`src/rtl/ascon_block_packer.sv`:
```
// Packs a valid/ready byte stream (associated data, then message data) into
// ASCON rate blocks with 0x80 padding and hands them to the core one at a time.
module ascon_block_packer #(
    parameter int RATE_BYTES = 8
) (
    input  logic                    clk_i,
    input  logic                    rst_i,
    input  logic                    start_i,
    input  logic                    ad_present_i,
    input  logic [7:0]              byte_i,
    input  logic                    byte_valid_i,
    output logic                    byte_ready_o,
    input  logic                    byte_last_i,
    input  logic                    byte_empty_i,
    input  logic                    byte_is_ad_i,
    output logic [RATE_BYTES*8-1:0] block_o,
    output logic                    block_valid_o,
    input  logic                    block_ready_i,
    output logic                    block_is_ad_o,
    output logic                    block_last_o,
    output logic [3:0]              block_nbytes_o,
    output logic                    busy_o,
    output logic                    done_o,
    output logic                    error_o
);

    // state     | meaning
    // IDLE      | waiting for start_i
    // AD_FILL   | collecting associated-data bytes
    // AD_EMIT   | offering an associated-data block to the core
    // DATA_FILL | collecting message bytes
    // DATA_EMIT | offering a message block to the core
    // PAD_EMIT  | offering the pad-only block after a full final block
    // DONE      | one-cycle completion pulse

    localparam int BW = RATE_BYTES * 8;
    localparam logic [3:0]    LAST_IDX  = 4'(RATE_BYTES - 1);
    localparam logic [BW-1:0] PAD_BLOCK = {8'h80, {(BW-8){1'b0}}};

    typedef enum logic [2:0] {
        IDLE, AD_FILL, AD_EMIT, DATA_FILL, DATA_EMIT, PAD_EMIT, DONE
    } state_t;

    state_t        state, state_next;
    logic [BW-1:0] shift_buf, buf_fill, byte_sh, pad_sh;
    logic [3:0]    cnt, n_next, nbytes_r;
    logic          last_r, pad_pend, pad_ad, error_r;
    logic          fill, beat, phase_err, take, full, close, handshake;

    assign fill      = (state == AD_FILL) || (state == DATA_FILL);
    assign beat      = fill && byte_valid_i;
    assign phase_err = beat && ((byte_is_ad_i != (state == AD_FILL)) ||
                                (byte_empty_i && !byte_last_i));
    assign take      = beat && !phase_err;
    assign full      = !byte_empty_i && (cnt == LAST_IDX);
    assign close     = take && (full || byte_last_i);
    assign handshake = block_valid_o && block_ready_i;

    // An empty beat adds no byte, so the pad lands right after the bytes already held.
    always_comb begin
        byte_sh  = {byte_i, {(BW-8){1'b0}}} >> {cnt, 3'b000};
        n_next   = byte_empty_i ? cnt : cnt + 4'd1;
        pad_sh   = PAD_BLOCK >> {n_next, 3'b000};
        buf_fill = byte_empty_i ? shift_buf : (shift_buf | byte_sh);
        if (byte_last_i && !full)
            buf_fill = buf_fill | pad_sh;
    end

    always_ff @(posedge clk_i or posedge rst_i) begin
        if (rst_i)
            state <= IDLE;
        else
            state <= state_next;
    end

    always_comb begin
        state_next    = state;
        byte_ready_o  = 1'b0;
        block_valid_o = 1'b0;
        block_is_ad_o = 1'b0;
        busy_o        = 1'b1;
        done_o        = 1'b0;
        case (state)
            IDLE: begin
                busy_o = 1'b0;
                if (start_i)
                    state_next = ad_present_i ? AD_FILL : DATA_FILL;
            end
            AD_FILL: begin
                byte_ready_o = 1'b1;
                if (close)
                    state_next = AD_EMIT;
            end
            DATA_FILL: begin
                byte_ready_o = 1'b1;
                if (close)
                    state_next = DATA_EMIT;
            end
            AD_EMIT: begin
                block_valid_o = 1'b1;
                block_is_ad_o = 1'b1;
                if (block_ready_i)
                    state_next = pad_pend ? PAD_EMIT : (last_r ? DATA_FILL : AD_FILL);
            end
            DATA_EMIT: begin
                block_valid_o = 1'b1;
                if (block_ready_i)
                    state_next = pad_pend ? PAD_EMIT : (last_r ? DONE : DATA_FILL);
            end
            PAD_EMIT: begin
                block_valid_o = 1'b1;
                block_is_ad_o = pad_ad;
                if (block_ready_i)
                    state_next = pad_ad ? DATA_FILL : DONE;
            end
            DONE: begin
                busy_o     = 1'b0;
                done_o     = 1'b1;
                state_next = IDLE;
            end
            default: state_next = IDLE;
        endcase
    end

    always_ff @(posedge clk_i or posedge rst_i) begin
        if (rst_i) begin
            shift_buf <= '0;
            cnt       <= '0;
            nbytes_r  <= '0;
            last_r    <= 1'b0;
            pad_pend  <= 1'b0;
            pad_ad    <= 1'b0;
            error_r   <= 1'b0;
        end else begin
            if (state == IDLE && start_i) begin
                shift_buf <= '0;
                cnt       <= '0;
                nbytes_r  <= '0;
                last_r    <= 1'b0;
                pad_pend  <= 1'b0;
                error_r   <= 1'b0;
            end
            if (phase_err)
                error_r <= 1'b1;
            if (take) begin
                shift_buf <= buf_fill;
                cnt       <= n_next;
                if (close) begin
                    nbytes_r <= n_next;
                    last_r   <= !full;
                    pad_pend <= full && byte_last_i;
                    pad_ad   <= (state == AD_FILL);
                end
            end
            // A full final block still owes the segment its pad-only block.
            if (handshake) begin
                cnt <= '0;
                if (pad_pend) begin
                    shift_buf <= PAD_BLOCK;
                    nbytes_r  <= '0;
                    last_r    <= 1'b1;
                    pad_pend  <= 1'b0;
                end else begin
                    shift_buf <= '0;
                    nbytes_r  <= '0;
                    last_r    <= 1'b0;
                end
            end
        end
    end

    assign block_o        = shift_buf;
    assign block_nbytes_o = nbytes_r;
    assign block_last_o   = last_r;
    assign error_o        = error_r;

endmodule

```
`config.mk`:
```
export PLATFORM = sky130hd
export DESIGN_NAME = ascon_block_packer
export DESIGN_NICKNAME = d
export VERILOG_FILES = /design/src/rtl/ascon_block_packer.sv
export SDC_FILE = /design/constraint.sdc
export NUM_CORES = 1
export LEC_CHECK = 0
export ABC_CLOCK_PERIOD_IN_PS = 4070
export CAP_MARGIN = 40
export CORE_ASPECT_RATIO = 1.5
export CORE_MARGIN = 2
export CORE_UTILIZATION = 49
export CTS_CLUSTER_SIZE = 30
export DETAILED_ROUTE_END_ITERATION = 16
export GPL_ROUTABILITY_DRIVEN = 1
export GPL_TIMING_DRIVEN = 1
export PLACE_DENSITY = 0.84
export SETUP_SLACK_MARGIN = 0.5
export SLEW_MARGIN = 10
export SYNTH_ARGS = -nofsm -noshare
export SYNTH_HDL_FRONTEND = slang
export SYNTH_SLANG_ARGS = --single-unit
```
`constraint.sdc`:
```
create_clock -name clk_i -period 4.07 [get_ports clk_i]
set_input_delay 1.221 -clock clk_i [delete_from_list [all_inputs] [get_ports clk_i]]
set_output_delay 1.221 -clock clk_i [all_outputs]
set_load 0.02 [all_outputs]
```
### After elaboration in Yosys (flattened, before gate mapping)

Index checks and enable logic that the tools add are counted.

| operators by class | value |
|---|---|
| bitwise logic cells | 2 |
| equal/unequal tests | 14 |
| multiplexer cells | 44 |
| reduce and logical (&&, ||, !) cells | 25 |
| $add $sub $neg | 1 |
| shifts and indexed selects | 2 |

Operators with widths:

| cell | count |
|---|---|
| $mux W64 | 6 |
| $or A64 B64 Y64 | 2 |
| $shr A64 B7 Y64 | 1 |
| $shr A64 B7 Y64 const A | 1 |
| $mux W4 | 8 |
| $mux W3 | 10 |
| $pmux W3 S6 | 1 |
| $mux W1 | 16 |
| $ne A2 B2 Y1 const B | 6 |
| $logic_and A1 B1 Y1 | 10 |
| $eq A3 B3 Y1 const B | 3 |
| $eq A3 B2 Y1 const B | 2 |
| $reduce_and A6 Y1 | 1 |
| $add A4 B1 Y4 const B | 1 |
| $eq A4 B3 Y1 const B | 1 |
| $logic_not A1 Y1 | 4 |
| $mux W2 | 2 |
| $reduce_or A2 Y1 | 2 |
| $eq A3 B1 Y1 const B | 1 |
| $logic_not A3 Y1 | 1 |
| $logic_or A1 B1 Y1 | 3 |
| $reduce_bool A3 Y1 | 1 |
| $reduce_or A3 Y1 | 1 |
| $pmux W1 S2 | 1 |
| other kinds (3) | 3 |

| word-level totals | value |
|---|---|
| output and inout bits | 75 |
| bits of input ports | 17 |
| register bits after elaboration | 79 |

### Depth between registers and ports, before layout

| logic depth | value |
|---|---|
| depth in word-level cells | 11 |
| mapped depth | 6 |
| mapped depth without buffers | 6 |

### Worst setup path before layout

Ideal clock, no wire load.

| path | value |
|---|---|
| path type | in2reg |
| start | in start_i |
| end | reg state[1] |
| cell stages on the path | 5 |
| path slack | 1.741 ns |
| data arrival time | 2.201 ns |
| cell sequence | nor2b_1 a21o_1 o32a_1 nand2_1 mux2_1 |

| between the ends | value |
|---|---|
| longest elaborated chain between the ends | 2 |

Ends and longest elaborated chain:

| element | RTL line | source |
|---|---|---|
| from (decl) | 8 | `input logic start_i,` |
| $ne A2 B2 Y1 (no line) | n/a |  |
| $reduce_and A6 Y1 (no line) | n/a |  |
| to (signal assigned) | 73 | `state <= state_next;` |
| to (decl) | 44 | `state_t state, state_next;` |

Every way passes these cells.
A chain may end at the register's enable or synchronous reset.

### Final worst setup path

| path | value |
|---|---|
| start | reg state[0] |
| end | out block_valid_o |

| between the ends | value |
|---|---|
| longest elaborated chain between the ends | 3 |
| elaborated cells between the ends (all ways) | 5 |
| classes of those cells | 3 x eq/ne; 1 x mux; 1 x reduce/logical |

Ends and longest elaborated chain:

| element | RTL line | source |
|---|---|---|
| $eq A3 B3 Y1 / $eq A3 B2 Y1 (equally long branches) | 83 | `case (state)` |
| $reduce_or A3 Y1 (no line) * | n/a |  |
| $mux W1 * | 83 |  |
| to (decl) | 17 | `output logic block_valid_o,` |

Every way passes the cells marked *; elsewhere a longest branch is shown, timed or not.

==> results.py <==
metrics = {
    "power_and_ir_drop": {
        "comb_power_share_pct": 40.2,
        "power_density_nw_per_um2": 601.9,
        "switching_power_w": 0.001109,
        "swShare_pct": 39.69,
        "intPower_w": 0.001684,
        "clock_power_share_pct": 20.4,
        "peakVddDrop_uv": 430.1,
        "seq_power_share_pct": 39.4,
        "power_leakage_nw": 2.032,
    },
    "sta": {
        "tns_ns": 0,
        "slew_violations": 0,
        "slew_headroom_pct": 45.30,
        "setup_viol": 0,
        "hold_violations": 0,
        "fin_hold_ws_ns": 0.4883,
        "worst_pin_slew_ns": 0.8138,
        "post-route-min-period_ns": 3.245,
        "fmax_mhz": 308.2,
        "period_share_pct": 79.73,
        "rsz0062_at_grt": "no",
        "finClkSkew_ns": 0.01425,
    },
    "logic_synthesis": {
        "synth.cell_area_um2": 3537,
        "synthesis.nets": 372,
        "syn_inst": 354,
        "synth.ff_latch_count": 79,
        "synth_most_common_cell": "dfrtp_1",
        "synth_top_area_cell": "dfrtp_1",
        "yosysUniqueCellTypes": 48,
        "seq_area_frac_synth_pct": 55.89,
        "syn_avg_cell_area_um2": 9.992,
        "synth_area_leaders": "dfrtp_1 (56%), a31oi_1 (12%), nor2_1 (7.5%)",
        "async_reset_ff_share_pct": 100.0,
        "ys.flop_type": "dfrtp_1",
        "synth-edff-count": 0,
        "synth_top_area_share_pct": 55.89,
        "synthTopCellsByCount": "dfrtp_1 (79), nor2_1 (71), a31oi_1 (67), nand2_1 (16), buf_2 (12)",
        "yosysWarnings": 0,
    },
    "routing": {
        "drtIter0Drc": 337,
        "wl_per_cell_um": 17.72,
        "viasPerCell": 6.206,
        "drt_first_pass_iters": 6,
        "wl_um": 9110,
        "via_count": 3190,
        "detail-route-antenna-nets": 0,
        "drc_errors": 0,
    },
    "critical_path": {
        "crit_arrival_ns": 2.02,
        "critical-path-slowest-cell": "clkdlybuf4s50_1",
        "critPathMaxFanout": 15,
        "critPathBufInv": 1,
        "worstReg2RegStart": "state[0]$_DFFE_PP0P_",
        "crit_required_ns": 2.85,
        "r2r_cells": 5,
        "r2r_setup_slack_ns": 1.89,
        "reg2reg_to": "block_o[0]$_DFFE_PP0P_",
        "critPathMaxStageDelay_ns": 0.60,
        "worstSetupStartpointType": "register",
        "cp_num_cells": 4,
        "cp_common_cell": "nand2_1",
        "cp_top_family": "buffers and inverters",
        "cp-end-kind": "output pin",
        "worstSetupPathType": "register to output pin",
        "path_cells": "nor2_1 -> nand2_1 -> nand2_1 -> clkdlybuf4s50_1",
    },
    "clock_tree": {
        "cts-root-buf": "clkbuf_8",
        "cts_tree": "done",
        "hold_buffers": 0,
        "ctsResizeCount": 0,
        "cts.sinks": 79,
        "insertion_delay_ns": 0.35,
        "path_clk_slew_ns": 0.08,
        "post-cts-setup-buffers": 0,
        "htreeDepth": 3,
        "cts_buffers": 9,
        "clockBufferDepth": 2,
    },
    "flow_run": {
        "drv_cap": 0,
    },
    "floorplan": {
        "die_h_um": 108.1,
        "rows": 37,
        "die_w_um": 73.37,
        "initial_core_util_pct": 50.94,
        "ios": 92,
        "core_area_um2": 6944,
        "die_area_um2": 7928,
    },
    "grt": {
        "grt_pass1_vias": 2922,
        "grt.overflow.total": 0,
        "grt_pass1_wl_um": 14470,
        "grt_max_degree": 51,
        "antenna_found_initial": 0,
        "track_usage_pct": 23.61,
    },
    "min_path": {
        "whs_path_depth": 2,
        "min-delay-start": "error_o$_DFFE_PP0P_",
        "min_path_type": "register to register",
        "worstHoldEndpoint": "error_o$_DFFE_PP0P_",
    },
    "layout": {
        "n_antenna_cell": 0,
        "syn2layout_area_growth_pct": 31.20,
        "drive_above_1_share_pct": 7.798,
        "nNetsFinal": 449,
        "final_cells": 514,
        "fillers": 534,
    },
    "placement": {
        "dp.cells": 498,
        "hpwl_um": 6321,
        "place_congestion": 0.8614,
        "io_buffer_count": 91,
    },
    "run_status": {
        "status": "finished, final reports clean",
    },
}
[stage by stage]
step / util (%) / total power, W / cell area (um^2) / worst slack, ns
after floorplan: - / 0.001798 / 3537 / 0.8256
after detailed placement: 63.98 / 0.002221 / 4443 / 0.8414
after global routing: 66.83 / 0.002937 / 4641 / 0.6912
after CTS: 66.83 / 0.002794 / 4641 / 0.8219
after global placement: 63.91 / 0.002195 / 4438 / 0.8884
final: 66.83 / 0.002793 / 4641 / 0.8251
[layout by cell type (no fill, tap or decap), types with 2 or more instances in the layout]
| cell | Yosys | final |
|---|---|---|
| clkdlybuf4s50_1 | 0 | 91 |
| dfrtp_1 | 79 | 79 |
| nor2_1 | 71 | 71 |
| a31oi_1 | 67 | 67 |
| nand2_1 | 16 | 16 |
| a21oi_1 | 11 | 11 |
| nor2b_1 | 9 | 9 |
| o22ai_1 | 9 | 9 |
| clkbuf_8 | 0 | 9 |
| nand2b_1 | 5 | 5 |
| nand3_1 | 4 | 4 |
| buf_4 | 7 | 4 |
| inv_1 | 4 | 3 |
| nor3_2 | 4 | 3 |
| xor2_1 | 3 | 3 |
| o2bb2ai_1 | 3 | 3 |
| or2_1 | 3 | 3 |
| clkinvlp_4 | 0 | 3 |
| xnor2_1 | 2 | 2 |
| nor3b_1 | 2 | 2 |
| mux2_2 | 2 | 2 |
| o32a_1 | 2 | 2 |
| nor3_1 | 2 | 2 |
[logic make-up (layout without fill, tap and decap cells)]
logic type                 count (synthesis)  in the layout  synth area share [%]
and+or+nand+nor                          124            124                 16.52
AOI/OAI and AO/OA                        107            107                 19.95
DFF                                       79             79                 55.89
buffers and inverters                     35            117                 5.094
xor gates and xnor gates                   5              5                 1.238
muxes                                      3              3                0.9550
adders and majority gates                  1              1                0.3537
[registers in the layout (all words and copies together), names as in the netlist]
name and flops:
block_last_o 1, block_nbytes_o 4, block_o 64, cnt 4
error_o 1, pad_ad 1, pad_pend 1, state 3
[layout make-up]
| cell class | count | area, um^2 | area share [%] |
|---|---|---|---|
| well taps | 78 | 97.59 | 2.103 |
| clock buffers | 10 | 127.6 | 2.750 |
| inverters | 4 | 15.01 | 0.3235 |
| repair buffers | 97 | 965.9 | 20.81 |
| multi-input cells | 240 | 1388 | 29.90 |
| clock inverters | 6 | 70.07 | 1.510 |
| flip-flops and latches | 79 | 1977 | 42.60 |
[power groups by stage]
stage / logic, W / registers (W) / clock network [W]
final: 0.00112 / 0.00110 / 0.000571
after global placement: 0.00109 / 0.00111 / 0
after CTS: 0.00112 / 0.00110 / 0.000576
after detailed placement: 0.00111 / 0.00111 / 0
after floorplan: 0.000626 / 0.00117 / 0
after global routing: 0.00121 / 0.00112 / 0.000603
[layer usage]
metal	vias up	GRT usage, %	wire length [um]
li1	1439	-	-
met1	1553	29.47	3588
met2	172	39.70	4573
met3	26	4.287	645
met4	0	10.13	303
met5	-	0	0
[worst max-delay path by stage]
stage,endpoint,from,slack [ns]
3_5_place_dp,state[0]$_DFFE_PP0P_,byte_empty_i,0.84
2_1_floorplan,block_last_o$_DFF_PP0_,rst_i,0.83
6_report,block_valid_o,state[0]$_DFFE_PP0P_,0.83
4_1_cts,block_valid_o,state[0]$_DFFE_PP0P_,0.82
3_3_place_gp,state[0]$_DFFE_PP0P_,byte_empty_i,0.89
5_1_grt,block_valid_o,state[0]$_DFFE_PP0P_,0.69
[tightest hold or removal path, cell delays in order (launching register included)]
cell     delay, ns
dfrtp_1       0.35
nand2_1       0.05
o21ai_0       0.06
(Power assumes the default switching activity.)
